[config.mk]
export PLATFORM = sky130hd
export DESIGN_NAME = gshare_update_ctrl_flat
export DESIGN_NICKNAME = d
export VERILOG_FILES = /design/src/rtl/gshare_update_ctrl_if.sv /design/src/rtl/gshare_update_ctrl.sv /design/src/flat_wrapper.sv
export SDC_FILE = /design/constraint.sdc
export NUM_CORES = 1
export LEC_CHECK = 0
export CAP_MARGIN = 20
export CORE_ASPECT_RATIO = 1.4
export CORE_MARGIN = 5
export CORE_UTILIZATION = 30
export CTS_BUF_LIST = sky130_fd_sc_hd__clkbuf_4 sky130_fd_sc_hd__clkbuf_8
export DETAILED_ROUTE_END_ITERATION = 7
export PLACE_DENSITY = 0.51
export SYNTH_ARGS = -nofsm -noshare
export SYNTH_HDL_FRONTEND = slang
export SYNTH_SLANG_ARGS = --single-unit
[constraint.sdc]
create_clock -name clk -period 2.7 [get_ports clk]
set_input_delay 0.54 -clock clk [delete_from_list [all_inputs] [get_ports clk]]
set_output_delay 0.54 -clock clk [all_outputs]
set_load 0.01 [all_outputs]
[src/rtl/gshare_update_ctrl_if.sv]
// Bundle of the gshare BHT update sequencer's handshake, BHT-port and status signals.
// The master side is the pipeline plus BHT array; the slave side is the sequencer.
interface gshare_update_ctrl_if #(
  parameter int unsigned PATTERN_WIDTH = 4,
  parameter int unsigned WIDTH         = 2,
  parameter int unsigned DEPTH         = 4
);
  localparam int unsigned CNT_W = $clog2(DEPTH + 1);

  logic                     init_req;
  logic                     stall;
  logic                     upd_valid;
  logic                     upd_ready;
  logic [7:0]               upd_pc;
  logic [PATTERN_WIDTH-1:0] upd_pattern;
  logic                     upd_taken;
  logic [PATTERN_WIDTH-1:0] bht_raddr;
  logic [WIDTH-1:0]         bht_rdata;
  logic                     bht_we;
  logic [PATTERN_WIDTH-1:0] bht_waddr;
  logic [WIDTH-1:0]         bht_wdata;
  logic                     hist_clear;
  logic                     pred_valid;
  logic [CNT_W-1:0]         count;

  modport master (
    output init_req, stall, upd_valid, upd_pc, upd_pattern, upd_taken, bht_rdata,
    input  upd_ready, bht_raddr, bht_we, bht_waddr, bht_wdata, hist_clear, pred_valid, count
  );

  modport slave (
    input  init_req, stall, upd_valid, upd_pc, upd_pattern, upd_taken, bht_rdata,
    output upd_ready, bht_raddr, bht_we, bht_waddr, bht_wdata, hist_clear, pred_valid, count
  );
endinterface

[src/rtl/gshare_update_ctrl.sv]
// gshare BHT write-port sequencer: init sweep to INIT_VAL, then FIFO-buffered
// read-modify-write of saturating counters at (pc ^ pattern).
module gshare_update_ctrl #(
  parameter int unsigned           PATTERN_WIDTH = 4,
  parameter int unsigned           WIDTH         = 2,
  parameter int unsigned           DEPTH         = 4,
  parameter logic [WIDTH-1:0]      INIT_VAL      = WIDTH'(1)
) (
  input  logic                     clk,
  input  logic                     reset,
  gshare_update_ctrl_if.slave      upd_if
);
  localparam int unsigned ENTRIES = 2 ** PATTERN_WIDTH;
  localparam int unsigned PTR_W   = (DEPTH > 1) ? $clog2(DEPTH) : 1;
  localparam int unsigned CNT_W   = $clog2(DEPTH + 1);
  localparam int unsigned ENT_W   = PATTERN_WIDTH + 1;

  localparam logic [0:0] ST_INIT = 1'b0;
  localparam logic [0:0] ST_RUN  = 1'b1;

  logic [0:0]               state_q, state_d;
  logic [PATTERN_WIDTH-1:0] sweep_q, sweep_d;
  logic [PTR_W-1:0]         head_q, head_d;
  logic [PTR_W-1:0]         tail_q, tail_d;
  logic [CNT_W-1:0]         count_q, count_d;
  logic [ENT_W-1:0]         mem_q [DEPTH];

  logic                     full, empty, in_run, push, pop;
  logic [ENT_W-1:0]         head_ent;
  logic [PATTERN_WIDTH-1:0] head_addr;
  logic                     bht_we_c;
  logic [PATTERN_WIDTH-1:0] bht_addr_c;
  logic [WIDTH-1:0]         bht_wdata_c;
  logic                     unused_pc_hi;

  function automatic logic [WIDTH-1:0] sat(input logic [WIDTH-1:0] val, input logic taken);
    if (taken) return (&val) ? val : val + WIDTH'(1);
    else       return (val == '0) ? val : val - WIDTH'(1);
  endfunction

  assign full      = (count_q == CNT_W'(DEPTH));
  assign empty     = (count_q == '0);
  assign in_run    = (state_q == ST_RUN) && !reset;
  assign push      = in_run && upd_if.upd_valid && !full && !upd_if.init_req;
  assign pop       = in_run && !empty && !upd_if.stall && !upd_if.init_req;
  assign head_ent  = mem_q[head_q];
  assign head_addr = head_ent[ENT_W-1:1];

  // Only the low PC bits participate in the index hash.
  assign unused_pc_hi = &{1'b0, upd_if.upd_pc[7:PATTERN_WIDTH]};

  always_comb begin
    state_d     = state_q;
    sweep_d     = sweep_q;
    head_d      = head_q;
    tail_d      = tail_q;
    count_d     = count_q;
    bht_we_c    = 1'b0;
    bht_addr_c  = head_addr;
    bht_wdata_c = sat(upd_if.bht_rdata, head_ent[0]);
    case (state_q)
      ST_INIT: begin
        if (!reset) begin
          bht_we_c    = 1'b1;
          bht_addr_c  = sweep_q;
          bht_wdata_c = INIT_VAL;
          sweep_d     = sweep_q + PATTERN_WIDTH'(1);
          if (sweep_q == PATTERN_WIDTH'(ENTRIES - 1)) state_d = ST_RUN;
        end
      end
      ST_RUN: begin
        if (upd_if.init_req) begin
          // Re-init request discards all pending updates.
          state_d = ST_INIT;
          sweep_d = '0;
          head_d  = '0;
          tail_d  = '0;
          count_d = '0;
        end else begin
          bht_we_c = pop;
          if (pop)  head_d = head_q + PTR_W'(1);
          if (push) tail_d = tail_q + PTR_W'(1);
          count_d = count_q + CNT_W'(push) - CNT_W'(pop);
        end
      end
      default: state_d = ST_INIT;
    endcase
  end

  always_ff @(posedge clk) begin
    if (reset) begin
      state_q <= ST_INIT;
      sweep_q <= '0;
      head_q  <= '0;
      tail_q  <= '0;
      count_q <= '0;
    end else begin
      state_q <= state_d;
      sweep_q <= sweep_d;
      head_q  <= head_d;
      tail_q  <= tail_d;
      count_q <= count_d;
    end
  end

  // Payload storage needs no reset; occupancy is tracked by count_q.
  always_ff @(posedge clk) begin
    if (push) mem_q[tail_q] <= {upd_if.upd_pc[PATTERN_WIDTH-1:0] ^ upd_if.upd_pattern, upd_if.upd_taken};
  end

  assign upd_if.bht_we     = bht_we_c;
  assign upd_if.bht_raddr  = bht_addr_c;
  assign upd_if.bht_waddr  = bht_addr_c;
  assign upd_if.bht_wdata  = bht_wdata_c;
  assign upd_if.upd_ready  = in_run && !full && !upd_if.init_req;
  assign upd_if.pred_valid = in_run;
  assign upd_if.hist_clear = (state_q == ST_INIT) || reset;
  assign upd_if.count      = reset ? '0 : count_q;
endmodule

[src/flat_wrapper.sv]
// flat-port wrapper written by rule: the top's interface ports become plain ports
module gshare_update_ctrl_flat 
#(
  parameter int unsigned           PATTERN_WIDTH = 4,
  parameter int unsigned           WIDTH         = 2,
  parameter int unsigned           DEPTH         = 4,
  parameter logic [WIDTH-1:0]      INIT_VAL      = WIDTH'(1)
)
  (clk, reset, upd_if_init_req, upd_if_stall, upd_if_upd_valid, upd_if_upd_pc, upd_if_upd_pattern, upd_if_upd_taken, upd_if_bht_rdata, upd_if_upd_ready, upd_if_bht_raddr, upd_if_bht_we, upd_if_bht_waddr, upd_if_bht_wdata, upd_if_hist_clear, upd_if_pred_valid, upd_if_count);
  gshare_update_ctrl_if #(.PATTERN_WIDTH(PATTERN_WIDTH), .WIDTH(WIDTH), .DEPTH(DEPTH)) upd_if_i ();
  input  logic clk;
  input  logic reset;
  input wire logic [$bits(upd_if_i.init_req)-1:0] upd_if_init_req;
  input wire logic [$bits(upd_if_i.stall)-1:0] upd_if_stall;
  input wire logic [$bits(upd_if_i.upd_valid)-1:0] upd_if_upd_valid;
  input wire logic [$bits(upd_if_i.upd_pc)-1:0] upd_if_upd_pc;
  input wire logic [$bits(upd_if_i.upd_pattern)-1:0] upd_if_upd_pattern;
  input wire logic [$bits(upd_if_i.upd_taken)-1:0] upd_if_upd_taken;
  input wire logic [$bits(upd_if_i.bht_rdata)-1:0] upd_if_bht_rdata;
  output wire logic [$bits(upd_if_i.upd_ready)-1:0] upd_if_upd_ready;
  output wire logic [$bits(upd_if_i.bht_raddr)-1:0] upd_if_bht_raddr;
  output wire logic [$bits(upd_if_i.bht_we)-1:0] upd_if_bht_we;
  output wire logic [$bits(upd_if_i.bht_waddr)-1:0] upd_if_bht_waddr;
  output wire logic [$bits(upd_if_i.bht_wdata)-1:0] upd_if_bht_wdata;
  output wire logic [$bits(upd_if_i.hist_clear)-1:0] upd_if_hist_clear;
  output wire logic [$bits(upd_if_i.pred_valid)-1:0] upd_if_pred_valid;
  output wire logic [$bits(upd_if_i.count)-1:0] upd_if_count;
  assign upd_if_i.init_req = upd_if_init_req;
  assign upd_if_i.stall = upd_if_stall;
  assign upd_if_i.upd_valid = upd_if_upd_valid;
  assign upd_if_i.upd_pc = upd_if_upd_pc;
  assign upd_if_i.upd_pattern = upd_if_upd_pattern;
  assign upd_if_i.upd_taken = upd_if_upd_taken;
  assign upd_if_i.bht_rdata = upd_if_bht_rdata;
  assign upd_if_upd_ready = upd_if_i.upd_ready;
  assign upd_if_bht_raddr = upd_if_i.bht_raddr;
  assign upd_if_bht_we = upd_if_i.bht_we;
  assign upd_if_bht_waddr = upd_if_i.bht_waddr;
  assign upd_if_bht_wdata = upd_if_i.bht_wdata;
  assign upd_if_hist_clear = upd_if_i.hist_clear;
  assign upd_if_pred_valid = upd_if_i.pred_valid;
  assign upd_if_count = upd_if_i.count;
  gshare_update_ctrl #(.PATTERN_WIDTH(PATTERN_WIDTH), .WIDTH(WIDTH), .DEPTH(DEPTH), .INIT_VAL(INIT_VAL)) u_core (.clk(clk), .reset(reset), .upd_if(upd_if_i));
endmodule
# Yosys cells after proc, flatten, opt, wreduce, memory -nomap -nowiden
# Memory sizes are Yosys's and may differ from the RTL's. A register that Yosys moved wholly into a read port is not among the register bits.
# Index checks and enable logic that the tools add are counted.
[op_classes]
addsub = 7
eq_ne = 3
n_mux = 25
n_bitwise = 2
reduce_logical = 22
[op_table]
columns = ["op", "count"]
rows = [
  ["two-way mux 2 bit", 11],
  ["two-way mux 4 bit", 3],
  ["logical AND 1 bit", 9],
  ["case mux 4 bit (2 select lines)", 1],
  ["adder 2 x 1 -> 2 bit (second input constant)", 3],
  ["two-way mux 1 bit", 6],
  ["two-way mux 3 bit", 2],
  ["AND reduction 2 bit", 3],
  ["logical NOT 1 bit", 5],
  ["adder 4 x 1 -> 4 bit (second input constant)", 1],
  ["equality test 4 bit (second input constant)", 1],
  ["case mux 1 bit (2 select lines)", 2],
  ["nonzero test 2 bit", 2],
  ["bitwise XOR 4 bit", 1],
  ["adder 3 x 1 -> 3 bit", 1],
  ["equality test 3 bit (second input constant)", 1],
  ["logical NOT 3 bit", 1],
  ["subtractor 3 x 1 -> 3 bit", 1],
  ["logical NOT 2 bit", 1],
  ["!= test 2 bit (second input constant)", 1],
  ["subtractor 2 x 1 -> 2 bit (second input constant)", 1],
  ["logical OR 1 bit", 1],
  ["NOT 1 bit", 1],
]
[totals]
regBits = 12
ram_bits = 20
in_bits = 20
out_inout_bits = 17
word_cells = 65
mem_count = 1
[memory_table]
columns = ["name", "words", "width", "rd", "rd_clocked_by_memory_dff", "write_ports", "line", "source"]
rows = [
  ["u_core.mem_q", 4, 5, 1, 1, 1, "gshare_update_ctrl.sv:26", "logic [ENT_W-1:0] mem_q [DEPTH];"],
]

# Logic depth before layout (Yosys ltp)
[depth]
word_depth = 9
ltp_mapped = 12
mapped_depth_nobuf = 11

# Least setup slack after synthesis
# Ideal clock, no wire load.
[synth_path]
path_kind = "register -> register"
from = "register u_core.state_q"
to = "register u_core.count_q[2]"
setup_time_ns = 0.118
t_arrival_ns = 2.278
required_ns = 2.582
path_slack_ns = 0.304
stages_incl_launch_ff = 13
path_buffers = 1
synth_period_minus_slack_ns = 2.396
cell_sequence = "dfxtp_1 clkbuf_1 nor2b_1 inv_1 nor2_1 ha_1 inv_1 ha_1 inv_1 fa_1 xnor2_1 a21oi_1 o2bb2ai_1"
[synth_via]
elab_chain_len = 7
elab_cells_between_ends = 10
classes_between = "add/sub (2); mux (1); reduce/logical (7)"
[synth_lines]
columns = ["element", "line", "source"]
rows = [
  ["start: declaration", "gshare_update_ctrl.sv:21", "logic [0:0] state_q, state_d;"],
  ["start signal: assignment", "gshare_update_ctrl.sv:98", "state_q <= state_d;"],
  ["logical AND 1 bit (*)", "gshare_update_ctrl.sv:43", "assign in_run = (state_q == ST_RUN) && !reset;"],
  ["via upd_if_pred_valid", "flat_wrapper.sv:26", "output wire logic [$bits(upd_if_i.pred_valid)-1:0] upd_if_pred_valid;"],
  ["logical AND 1 bit (3 in a row)", "gshare_update_ctrl.sv:44", "assign push = in_run && upd_if.upd_valid && !full && !upd_if.init_req;"],
  ["adder 3 x 1 -> 3 bit", "gshare_update_ctrl.sv:83", "count_d = count_q + CNT_W'(push) - CNT_W'(pop);"],
  ["subtractor 3 x 1 -> 3 bit (*)", "gshare_update_ctrl.sv:83", ""],
  ["two-way mux 3 bit (*)", "gshare_update_ctrl.sv:72", "if (upd_if.init_req) begin"],
  ["end signal: assignment", "gshare_update_ctrl.sv:102", "count_q <= count_d;"],
  ["end: declaration", "gshare_update_ctrl.sv:25", "logic [CNT_W-1:0] count_q, count_d;"],
]
# Mark *: on every way through the listed nets, which the timed path passes. The rest lies on a longest branch.
# A chain may end at the register's enable or synchronous reset.

# Worst setup path in the final report
[layout_path]
from = "input port upd_if_stall"
to = "output port upd_if_bht_we"
[layout_via]
elab_chain_len = 5
[layout_lines]
columns = ["element", "line", "source"]
rows = [
  ["start: declaration", "flat_wrapper.sv:14", "input wire logic [$bits(upd_if_i.stall)-1:0] upd_if_stall;"],
  ["logical NOT 1 bit", "gshare_update_ctrl.sv:45", "assign pop = in_run && !empty && !upd_if.stall && !upd_if.init_req;"],
  ["logical AND 1 bit (2 in a row)", "gshare_update_ctrl.sv:45", ""],
  ["two-way mux 1 bit", "gshare_update_ctrl.sv:72", ""],
  ["case mux 1 bit (2 select lines)", "gshare_update_ctrl.sv:61", "case (state_q)"],
  ["end: declaration", "flat_wrapper.sv:22", "output wire logic [$bits(upd_if_i.bht_we)-1:0] upd_if_bht_we;"],
]
# Every way passes these cells.

==> results.txt <==
----------------------------------------------------
[Outcome]
  Outcome ... finished clean

[Final layout]
  Number of fillers in the final layout ... around 550
  Ratio of cells with drive above 1 in the final layout ... 0.1798
  Post-Layout Inst Area ... about 0.0022 mm2
  Number of nets in the final layout ... 205
  Number of diodes ... 0
  Number of non-filler instances in the completed layout ... around 250
  Layout overhead on the synthesized area ... 33.68%
  Reg area ... between 800 and 900 um2
  Total area of multi-input combinational cells ... 703.2 um2

[Synth]
  Post-synthesis cell type count ... 38
  Post-synthesis instance area ... 0.001668 mm2
  Post-synthesis instance total ... around 130
  Area share of the largest cell type after synthesis ... 0.3601
  Top area cells in the synthesized netlist ... sky130_fd_sc_hd__edfxtp_1, sky130_fd_sc_hd__dfxtp_1, sky130_fd_sc_hd__mux4_1
  Number of nets produced by synthesis ... between 150 and 200
  Synthesis warning total ... 0
  FF+latch count, synth ... 34
  List of most frequent post-synthesis cells ... sky130_fd_sc_hd__edfxtp_1, sky130_fd_sc_hd__dfxtp_1, sky130_fd_sc_hd__a21oi_1, sky130_fd_sc_hd__inv_1, sky130_fd_sc_hd__ha_1
  Synthesized area divided by synthesized cell count ... 12.64 um2
  Cell with the most instances after synthesis ... sky130_fd_sc_hd__edfxtp_1
  Sequential area share after synthesis ... 0.5281
  Synth async-reset ratio ... 0
  Largest area contributor in the netlist ... sky130_fd_sc_hd__edfxtp_1
  Most frequently used flop master after synthesis ... sky130_fd_sc_hd__edfxtp_1
  Number of enable flip-flop cells after synthesis ... 20

[Critical path]
  Crit path buffers/inverters ... 2
  Kind of capture point of the worst setup path ... output port
  CP max FO ... 2
  Depth of the worst register-to-register path ... 11
  Max stage delay cell, worst path ... sky130_fd_sc_hd__clkdlybuf4s50_1
  Most frequent cell on the critical path ... sky130_fd_sc_hd__clkdlybuf4s50_1
  Worst Path Arrival ... ~2.1 ns
  Data required time of the worst path ... about 2.2 ns
  List of cells traversed by the critical path ... clkdlybuf4s50_1, or3_1, a21oi_1, clkdlybuf4s50_1
  Startpoint of the most critical register-to-register path ... u_core.count_q[1]
  Longest individual stage delay on the worst path ... roughly 0.55 ns
  Endpoint of the worst register-to-register path ... u_core.count_q[2]
  R2R setup slack ... between 0.2 and 0.3 ns
  Cell family with most CP delay ... buffers and inverters
  Crit path launch type ... input port
  Crit path kind ... in -> out

[STA]
  Slack of the critical path ... ~0.08 ns
  Final worst clock skew ... roughly 0.007 ns
  Fmax achieved ... 381.6 MHz
  Total count of max-transition violations in the final report ... 0
  Post-Route Hold Slack ... 0.5149 ns
  Sum of negative setup slack ... 0 ns
  Setup repair after global routing missed its margin ... false
  Post-layout min period ... 2.621 ns
  Worst slew margin relative to its limit ... 0.6494
  Endpoints failing setup ... 0
  Ratio of final minimum period to clock period ... 0.9706
  Worst slew pin tran ... around 0.52 ns
  Number of endpoints with negative hold slack in the final report ... 0

[Floorplan]
  Horizontal die dimension ... between 70 and 80 um
  Number of standard-cell rows in the floorplan ... 32
  Initial standard-cell utilization of the core ... 0.3063
  Full die area ... about 0.0072 mm2
  I/O pin total ... 37
  Core Footprint ... approximately 0.0054 mm2
  DIE HEIGHT ... roughly 98 um

[Min path]
  Startpoint of the most critical hold path ... u_core.count_q[2]
  Sink of the worst hold path ... u_core.count_q[2]
  Hold Path Stages ... 2
  Type of the most critical hold path ... reg -> reg

[Power]
  Standby leakage power ... between 0.8 and 0.9 nW
  Cell area power density ... about 500 mW/mm2
  Maximum vdd drop ... 0.0003353 V

[Clock tree]
  Register clock-pin slew on the reported worst setup and hold paths ... about 0.070 ns
  Worst-Skew Late Latency ... about 0.28 ns
  Clock root buffer ... sky130_fd_sc_hd__clkbuf_8
  Clock sink total ... 34
  CTS H-tree lvls ... 2
  TritonCTS clock tree ... done
  Hold-fix buffers, CTS ... 0
  Maximum number of buffers from clock root to sink ... 2
  Number of buffers created by CTS ... 5

[Detailed routing]
  Wirelength, routed ... 3416 um
  Routed via count divided by cell count ... roughly 4.7
  DRT antenna net count ... 0
  Via count ... 1,155
  Number of DRC violations after detailed routing ... 0
  Iter 0 DRT Violations ... 50
  Wire per inst ... roughly 14 um
  Length of the first detailed-routing pass in iterations ... 4

[Global routing]
  Overall Global Routing Usage ... 0.1020
  Pin count of the biggest net entering global routing ... 13
  Vias in the first global route ... approximately 1,200
  Number of antenna violations at the first check in global routing ... 0
  Global-route wire length before repair ... between 5000 and 6000 um
  GRT overflow ... 0

[Placed design]
  Area after DPL ... roughly 0.0021 mm2
  Setup WS pre-CTS ... -0.1324 ns
  GPL Wtd Cong ... ~0.77
  Total instance count after detailed placement ... between 200 and 250
  Placed wire-length estimate ... around 2700 um
  Number of input and output port buffers inserted ... 32

[Flow run]
  Max-cap violations ... 0

----------------------------------------------------
[state kept, by name, indices dropped and copies added, names as in the netlist, named ones only]
register,count
u_core.tail_q,2
u_core.count_q,3
u_core.state_q,1
u_core.sweep_q,4
u_core.mem_q,20
u_core.head_q,2
[how the worst max path moves through the flow]
stage,from,end,cells after the start
floorplan,u_core.state_q,u_core.count_q[2],12
global placement,upd_if_stall,u_core.count_q[2],11
detailed placement,upd_if_stall,u_core.count_q[2],11
CTS,reset,upd_if_bht_wdata[1],6
global route,upd_if_stall,u_core.count_q[2],11
finish,upd_if_stall,upd_if_bht_we,4
[per-stage QoR]
stage          total power [mW]    util
3_5_place_dp             0.6649  0.3890
3_3_place_gp             0.6626  0.3890
4_1_cts                   1.134  0.4085
5_1_grt                   1.157  0.4095
2_1_floorplan            0.6083       -
6_report                  1.112  0.4095
[placed cells by master, fill, tap and decap left out, types with 2 or more instances in the layout]
cell                               n
sky130_fd_sc_hd__clkdlybuf4s50_1  22
sky130_fd_sc_hd__edfxtp_1         20
sky130_fd_sc_hd__dfxtp_1          14
sky130_fd_sc_hd__buf_4            14
sky130_fd_sc_hd__dlygate4sd2_1     9
sky130_fd_sc_hd__inv_1             8
sky130_fd_sc_hd__a21oi_1           8
sky130_fd_sc_hd__ha_1              7
sky130_fd_sc_hd__nor2_1            5
sky130_fd_sc_hd__mux2_2            5
sky130_fd_sc_hd__nand2_1           5
sky130_fd_sc_hd__clkbuf_8          5
sky130_fd_sc_hd__nor2b_1           4
sky130_fd_sc_hd__xor2_1            4
sky130_fd_sc_hd__and2_1            4
sky130_fd_sc_hd__nand2b_1          4
sky130_fd_sc_hd__mux4_1            3
sky130_fd_sc_hd__xnor2_1           3
sky130_fd_sc_hd__nor3_1            2
sky130_fd_sc_hd__nor3b_1           2
sky130_fd_sc_hd__mux4_2            2
sky130_fd_sc_hd__o21ai_0           2
sky130_fd_sc_hd__or4_1             2
sky130_fd_sc_hd__nand4b_1          2
sky130_fd_sc_hd__o211ai_1          2
sky130_fd_sc_hd__a22o_1            2
sky130_fd_sc_hd__clkinvlp_4        2
[metal layers]
layer	vias up	wire length [um]	GRT usage
met5	-	0	0
met4	0	25	0.03409
met3	2	155	0.03296
met2	20	1903	0.1868
met1	563	1331	0.1057
li1	570	-	-
[cell type report]
cell class                      instances  share of cell area
Sequential cell                        34              0.3951
Multi-Input combinational cell         82              0.3154
Timing Repair Buffer                   46              0.1869
Tap cell                               68             0.03816
Clock buffer                            5             0.03086
Clock inverter                          3             0.02020
Inverter                                8             0.01347
[power breakdown]
part / switching [mW] / internal, mW
Sequential: 0.00453 / 0.555
Combinational: 0.0358 / 0.0510
Clock: 0.191 / 0.274
[logic make-up after synthesis]
logic type | count (synthesis) | share of synthesized area
buf+inv | 16 | 0.04951
fa+ha+maj | 9 | 0.07127
xor+xnor | 7 | 0.03676
compound gates | 20 | 0.07803
simple gates | 36 | 0.1260
flops | 34 | 0.5281
mux | 10 | 0.1103
[worst min-delay path, stage by stage, from the launching register on]
cell                        delay, ns
sky130_fd_sc_hd__dfxtp_1         0.34
sky130_fd_sc_hd__inv_1           0.07
sky130_fd_sc_hd__o2bb2ai_1       0.06
[timing repair]
item                       in CTS  in global routing
buffers inserted                1                  0
setup endpoints to repair       9                  3
pin swaps                       0                  0
resized for setup              10                  2
gates cloned                    0                  0
Note: power is estimated with default switching activity, not from simulation.
